## src/rtl/candidate_generator.sv

```systemverilog
// Brute-force password candidate enumerator (odometer order, shortest first) feeding the NT-hash stage.
// Optional accepted-candidate counter port enabled by defining CANDGEN_COUNT_EN.
module candidate_generator #(
    parameter int         MAX_LEN  = 20,
    parameter int         MIN_LEN  = 1,
    parameter logic [7:0] CHAR_MIN = 8'h21,
    parameter logic [7:0] CHAR_MAX = 8'h7E
) (
    input  logic                   clk,
    input  logic                   reset_n,
    input  logic                   start,
    input  logic                   abort,
    input  logic                   cand_ready,
    output logic                   cand_valid,
    output logic [8*MAX_LEN-1:0]   cand_chars,
    output logic [7:0]             cand_len,
    output logic                   busy,
    output logic                   done
`ifdef CANDGEN_COUNT_EN
    ,
    output logic [63:0]            cand_count
`endif
);

    typedef enum logic [1:0] {IDLE, RUN, DONE} state_t;

    state_t               state_q, state_d;
    logic [8*MAX_LEN-1:0] chars_q, chars_d;
    logic [7:0]           len_q, len_d;
    logic                 valid_q, valid_d;
    logic                 done_q, done_d;
`ifdef CANDGEN_COUNT_EN
    logic [63:0]          count_q, count_d;
`endif

    logic [8*MAX_LEN-1:0] inc_chars;
    logic                 carry;
    logic                 accept;

    function automatic logic [8*MAX_LEN-1:0] fill_min(input logic [7:0] n);
        logic [8*MAX_LEN-1:0] r;
        r = '0;
        for (int i = 0; i < MAX_LEN; i++) begin
            if (8'(i) < n) r[8*i +: 8] = CHAR_MIN;
        end
        return r;
    endfunction

    // Odometer increment over the active positions; carry survives only if every active digit wrapped.
    always_comb begin
        inc_chars = chars_q;
        carry     = 1'b1;
        for (int i = 0; i < MAX_LEN; i++) begin
            if (carry && (8'(i) < len_q)) begin
                if (chars_q[8*i +: 8] == CHAR_MAX) begin
                    inc_chars[8*i +: 8] = CHAR_MIN;
                end else begin
                    inc_chars[8*i +: 8] = chars_q[8*i +: 8] + 8'd1;
                    carry               = 1'b0;
                end
            end
        end
    end

    assign accept = valid_q && cand_ready;

    always_comb begin
        state_d = state_q;
        chars_d = chars_q;
        len_d   = len_q;
        valid_d = valid_q;
        done_d  = done_q;
`ifdef CANDGEN_COUNT_EN
        count_d = count_q;
`endif
        if (abort) begin
            state_d = IDLE;
            valid_d = 1'b0;
            done_d  = 1'b0;
        end else begin
            case (state_q)
                IDLE, DONE: begin
                    if (start) begin
                        state_d = RUN;
                        valid_d = 1'b1;
                        done_d  = 1'b0;
                        len_d   = 8'(MIN_LEN);
                        chars_d = fill_min(8'(MIN_LEN));
`ifdef CANDGEN_COUNT_EN
                        count_d = '0;
`endif
                    end
                end
                RUN: begin
                    if (accept) begin
`ifdef CANDGEN_COUNT_EN
                        if (count_q != '1) count_d = count_q + 64'd1;
`endif
                        if (!carry) begin
                            chars_d = inc_chars;
                        end else if (len_q < 8'(MAX_LEN)) begin
                            len_d   = len_q + 8'd1;
                            chars_d = fill_min(len_q + 8'd1);
                        end else begin
                            state_d = DONE;
                            valid_d = 1'b0;
                            done_d  = 1'b1;
                        end
                    end
                end
                default: begin
                    state_d = IDLE;
                    valid_d = 1'b0;
                    done_d  = 1'b0;
                end
            endcase
        end
    end

    always_ff @(posedge clk or negedge reset_n) begin
        if (!reset_n) begin
            state_q <= IDLE;
            chars_q <= '0;
            len_q   <= '0;
            valid_q <= 1'b0;
            done_q  <= 1'b0;
`ifdef CANDGEN_COUNT_EN
            count_q <= '0;
`endif
        end else begin
            state_q <= state_d;
            chars_q <= chars_d;
            len_q   <= len_d;
            valid_q <= valid_d;
            done_q  <= done_d;
`ifdef CANDGEN_COUNT_EN
            count_q <= count_d;
`endif
        end
    end

    assign cand_valid = valid_q;
    assign busy       = valid_q;
    assign done       = done_q;
    assign cand_chars = chars_q;
    assign cand_len   = len_q;
`ifdef CANDGEN_COUNT_EN
    assign cand_count = count_q;
`endif

endmodule
```

## config.mk

```make
export PLATFORM = sky130hd
export DESIGN_NAME = candidate_generator
export DESIGN_NICKNAME = d
export VERILOG_FILES = /design/src/rtl/candidate_generator.sv
export SDC_FILE = /design/constraint.sdc
export NUM_CORES = 1
export LEC_CHECK = 0
export BUFFER_PORTS_ARGS = -buffer_cell sky130_fd_sc_hd__buf_2
export CAP_MARGIN = 40
export CORE_MARGIN = 3
export CORE_UTILIZATION = 50
export DETAILED_ROUTE_END_ITERATION = 16
export GPL_ROUTABILITY_DRIVEN = 1
export GPL_TIMING_DRIVEN = 1
export PLACE_DENSITY_LB_ADDON = 0.25
export SYNTH_ARGS = -nofsm -noshare
export SYNTH_HDL_FRONTEND = slang
export SYNTH_SLANG_ARGS = --single-unit
```

## constraint.sdc

```tcl
create_clock -name clk -period 5.61 [get_ports clk]
set_clock_uncertainty 0.05 [all_clocks]
set_input_delay 0.2805 -clock clk [delete_from_list [all_inputs] [get_ports clk]]
set_output_delay 0.2805 -clock clk [all_outputs]
set_load 0.01 [all_outputs]
```

==> metrics.cfg, run 1 <==
[power_and_ir_drop]
leakage_nw=5.94
peakVddDrop_uv=204
powerDensity_nw_per_um2=240

[sta]
drv_slew=0
period_needed_ps=4470
tns_ps=0
min_period_over_period_pct=79.7
tightest_slew_ps=927
setup-violations-final=0
hold_viol_final=0
layout_setup_ws_ps=1140
rsz0062_at_grt=false
relSlewSlack_pct=37.6
timing.fmax_mhz=224

[setup_path]
r2r_start=cand_len[4]
cp_max_fo=106
worst_ep_arrival_time_ps=4800
r2r_setup_slack_ps=1140
reg2reg_to=cand_chars[128]
reg2reg_depth=9
crit_path_start_kind=flip-flop
crit_type=reg2reg
crit_required_ps=5940
end_kind=flip-flop

[synthesis]
synth_top_area_cell=dfrtp_1
yosysSeqAreaShare_pct=38.2
ys_warn_count=0
netlist_instances=1298
synth_fp_nets=1346
syn_area_per_cell_um2=8.63
ys_ff_latch=171
synth.distinct_cells=86
yosysMostFrequentCell=dfrtp_1
synthTopCellsByArea=dfrtp_1 38%, o21ai_0 5.9%, o31ai_1 4.8%
synthFlopType=dfrtp_1
synth_top_area_share_pct=38.2
yosys-top-cells-count=171 x dfrtp_1, 131 x o21ai_0, 108 x nand2_1, 96 x nand3_1, 85 x nor2_1
synth_edf_count=0
syn_area_um2=11200
async_flop_share_pct=100

[floorplan]
core_um2=21900
initial_core_util_pct=51.1
die_w_um=156
dieArea_um2=24200
die_y_um=156
io_pins=176
rows=54

[cts]
numCtsBuffers=17
cts_tree=yes
cts_max_level=4
postCtsSetupBuffers=0
clock_latency_ps=440
clkTransAtPathRegs_ps=70
cts_buffer_depth=2
clock-root-buffer=clkbuf_16
cts.sinks=171

[placed_design]
io_buffer_count=175
place.gp.congestion=1.00
postPlaceCellArea_um2=12500
dp_hpwl_um=26000
dp_slack_ps=1260

[route]
avgRoutedWirePerCell_um=20.7
dr.pass1.iters=7
num_vias=11500
drt_iter0_drc=1149
routed_wirelength_um=36300
ant_nets=0
route.detailed.drc=0
viasPerCell=6.54

[job]
max_cap_violations=0

[min_path]
min_path_type=in2reg
worstHoldStart=abort
worstHoldEndpoint=state_q[0]
hold_path_depth=2

[global_route]
grt_max_degree=107
gr-total-overflow=0
grt_antenna_before_repair=1
grt_pass1_vias=10800
grt_usage_pct=29.6
grt_first_pass_wirelength_um=58400

[layout]
fillers=2004
final_cell_area_um2=13100
drive_gt1_share_pct=18.9
area_growth_pct=16.9
nets=1511

[outcome]
status=complete, no violations

timing repair:
item | CTS | global route
gates resized for setup | 0 | 0
endpoints found under the hold margin | 43 | 0
hold buffers | 1 | 0
worst max path at each step:
stage                    from              end  slack, ps
4_1_cts           cand_len[4]  cand_chars[128]       1220
5_1_grt           cand_len[4]  cand_chars[128]        850
6_report          cand_len[4]  cand_chars[128]       1140
3_3_place_gp   cand_chars[96]  cand_chars[128]       1300
2_1_floorplan     cand_len[1]  cand_chars[138]       2130
3_5_place_dp      cand_len[4]  cand_chars[128]       1260
per-stage QoR:
stage / power (mW) / utilization [%] / hold slack [ps] / std cells
floorplan: 1.71 / - / -65.1 / 1298
global placement: 1.91 / 56.7 / 182 / 1718
detailed placement: 1.92 / 56.9 / 187 / 1723
CTS: 3.15 / 59.7 / 7.58 / 1755
global route: 3.28 / 59.8 / 34.2 / 1756
finish: 3.15 / 59.8 / 19.3 / 1757
power by group:
group	switching, mW	internal (mW)
Combinational	0.299	0.184
Sequential	0.120	1.30
Clock	0.517	0.724
placed cells by master (no fill, tap or decap), types with 8 or more instances in the layout:
cell / instances
nor4_1: 9
nand3b_1: 8
nand4_1: 23
a31oi_1: 17
o31ai_1: 72
a21oi_1: 47
buf_4: 28
nand2_1: 108
or3_1: 11
and4_1: 9
and3_1: 33
or4_1: 10
clkbuf_16: 17
o22a_1: 17
and2_1: 11
nor2_1: 85
dfrtp_1: 171
nand3_1: 96
o21ai_0: 131
ha_1: 43
a21o_1: 9
nor3_1: 65
buf_2: 176
o41ai_1: 42
a211oi_1: 9
inv_1: 54
nor3b_1: 11
flip-flops by register name (all words and copies together), names as in the netlist:
name / flops
state_q: 2
cand_len: 8
cand_chars: 160
done: 1
worst max-delay path: stages (launching register included):
cell and delay (ps):
dfrtp_1 520, nor4_4 760, and2_1 300, o221ai_1 270, or4_1 740, o31ai_4 310
buf_12 390, o211ai_1 420, a311oi_1 410, a21o_1 120
final cells by class:
| class | count | area (um2) | share of cell area, % |
|---|---|---|---|
| well taps | 280 | 350 | 2.68 |
| clock inverters | 10 | 141 | 1.08 |
| clock buffers | 21 | 460 | 3.52 |
| multi-input cells | 1009 | 6460 | 49.4 |
| repair buffers | 210 | 1180 | 9.02 |
| flip-flops and latches | 171 | 4280 | 32.7 |
| inverters | 54 | 203 | 1.55 |
| diodes | 2 | 5.00 | 0.0383 |
per-layer routing:
metal / part of all wire [%] / GRT usage [%] / vias to the layer above / wire (um)
met4: 2.5 / 10.5 / 0 / 918
met3: 8.3 / 6.13 / 69 / 3010
met1: 43 / 40.9 / 5592 / 15500
li1: - / - / 5321 / -
met5: 0 / 0 / - / 0
met2: 46 / 46.6 / 500 / 16900
cell families after synthesis:
kind of cell	synth area share, %
compound gates	26.6
xor+xnor	0.469
fa+ha+maj	4.81
buf+inv	4.27
flops	38.2
mux	0.659
simple gates	25.0
Note: power is estimated with default switching activity, not from simulation.
==> inputs of run 2 (changes only) <==
==> constraint.sdc (replaced) <==
create_clock -name clk -period 4.6 [get_ports clk]
set_clock_uncertainty 0.05 [all_clocks]
set_input_delay 0.23 -clock clk [delete_from_list [all_inputs] [get_ports clk]]
set_output_delay 0.23 -clock clk [all_outputs]
set_load 0.01 [all_outputs]
==> metrics.cfg, run 2 (synthesis gave the netlist of run 1 again) <==
[outcome]
status=complete, no violations

[floorplan]
die_w_um=156  ; unchanged
initial_core_util_pct=51.1  ; unchanged
io_pins=176  ; unchanged
die_y_um=156  ; unchanged
core_um2=21900  ; unchanged
rows=54  ; unchanged
dieArea_um2=24200  ; unchanged

[route]
dr.pass1.iters=5  ; -2
num_vias=11600  ; +1.2%
avgRoutedWirePerCell_um=20.8  ; +0.72%
routed_wirelength_um=36800  ; +1.3%
route.detailed.drc=0  ; unchanged
viasPerCell=6.58  ; +0.62%
ant_nets=0  ; unchanged
drt_iter0_drc=1187  ; +3.3%

[sta]
timing.fmax_mhz=234  ; +4.9%
drv_slew=0  ; unchanged
rsz0062_at_grt=false
tns_ps=0  ; unchanged
min_period_over_period_pct=92.7  ; +13 points
setup-violations-final=0  ; unchanged
tightest_slew_ps=918  ; -8.45 ps
period_needed_ps=4270  ; -207 ps
hold_ws_ps=109  ; +89.8 ps
relSlewSlack_pct=38.3  ; +0.69 points
hold_viol_final=0  ; unchanged

[layout]
drive_gt1_share_pct=19.7  ; +0.78 points
area_growth_pct=17.7
nets=1524  ; +0.86%
diodes=0  ; -2
layout.cells.most_common_list=176 x buf_2, 171 x dfrtp_1, 131 x o21ai_0
final_common_cell=buf_2
largest_reg_flops=160  ; unchanged

[cts]
cts_tree=yes
cts_resized=0  ; unchanged
cts.sinks=171  ; unchanged
cts_buffer_depth=2  ; unchanged
clock_latency_ps=440  ; about the same
cts_max_level=4  ; unchanged
clock-root-buffer=clkbuf_16
clkTransAtPathRegs_ps=70  ; about the same
numCtsBuffers=17  ; unchanged

[placed_design]
dp_hpwl_um=26500  ; +2.1%
place.gp.congestion=1.01  ; +0.75%
io_buffer_count=175  ; unchanged

[setup_path]
crit_path_start_kind=flip-flop
cp_cell_sequence=inv_1, ha_1, or3b_1, a21oi_1, nor2_1, or4_1, o31ai_4, buf_4, o211ai_1, a311oi_1, a21o_1
crit_required_ps=4930  ; -1010 ps
worst_ep_arrival_time_ps=4600  ; -200 ps
end_kind=flip-flop
slowest_delay_ps=770  ; about the same
cp_max_fo=37  ; -65%
cp_slowest_cell=or4_1
crit_type=reg2reg

[power_and_ir_drop]
peakVddDrop_uv=217  ; +6.2%
leakage_nw=6.01  ; +1.2%
powerDensity_nw_per_um2=294  ; +22%
total_power_mw=3.88  ; +23%

[global_route]
grt_pass1_vias=10900  ; +0.43%
gr-total-overflow=0  ; unchanged
grt_antenna_before_repair=1  ; unchanged
grt_usage_pct=29.7  ; +0.096 points
grt_max_degree=89  ; -17%
grt_first_pass_wirelength_um=58500  ; +0.22%

[min_path]
min_path_type=in2reg

[job]
max_cap_violations=0  ; unchanged

-- run 2: changes by cell type in the layout (fill, tap and decap cells not counted), sizes merged --
cell	previous run	this run
buf	207	221
clkbuf	21	19
clkdlybuf4s18	2	0
diode	2	0
inv	55	57
dlygate4sd3	1	2
-- run 2: final timing paths --
check	from	cells after the start	endpoint	slack [ps]
max reg2reg	cand_len[1]	11	cand_chars[128]	330
min reg2reg	cand_chars[95]	1	cand_chars[95]	460
min	start	3	state_q[0]	110
max in group asynchronous	reset_n	3	cand_chars[72]	3140
max	cand_len[1]	11	cand_chars[128]	330
min in group asynchronous	reset_n	2	cand_chars[43]	360
-- run 2: final cells by class --
| type | instances | area, um2 |
|---|---|---|
| Clock buffer | 19 | 453 |
| Clock inverter | 12 | 163 |
| Fill cell | 1966 | 8710 |
| Inverter | 54 | 203 |
| Multi-Input combinational cell | 1009 | 6460 |
| Sequential cell | 171 | 4280 |
| Tap cell | 280 | 350 |
| Timing Repair Buffer | 223 | 1270 |
-- run 2: metal layers --
layer	track usage [%]	up-vias	wire, um
li1	-	5353	-
met5	0	-	11
met2	46.8	549	16600
met3	5.91	100	3110
met4	10.5	2	1170
met1	41.1	5621	15900
-- run 2: repair_timing --
item,in CTS,in global routing
hold endpoints to repair,86,0
buffers inserted,0,0
hold buffers,2,0
-- run 2: power by group --
group | leakage (nW) | switching (mW) | total [mW] | internal (mW)
Combinational | 3.36 | 0.371 | 0.598 | 0.227
Clock | 0.296 | 0.659 | 1.55 | 0.888
Sequential | 2.35 | 0.148 | 1.74 | 1.59
-- run 2: worst max-delay path: cells and delay by family (launching register included) --
kind            cells  cell delay, ps
flops               1             480
buf+inv             2             590
compound gates      5            1490
simple gates        3            1340
fa+ha+maj           1             240
-- run 2: stage by stage --
| stage | worst slack (ps) | cells | instance area [um2] | util (%) |
|---|---|---|---|---|
| global route | 28.9 | 1768 | 13200 | 60.2 |
| detailed placement | 436 | 1735 | 12500 | 57.3 |
| CTS | 402 | 1768 | 13200 | 60.2 |
| floorplan | 1120 | 1298 | 11200 | - |
| global placement | 473 | 1732 | 12500 | 57.2 |
| finish | 334 | 1768 | 13200 | 60.2 |
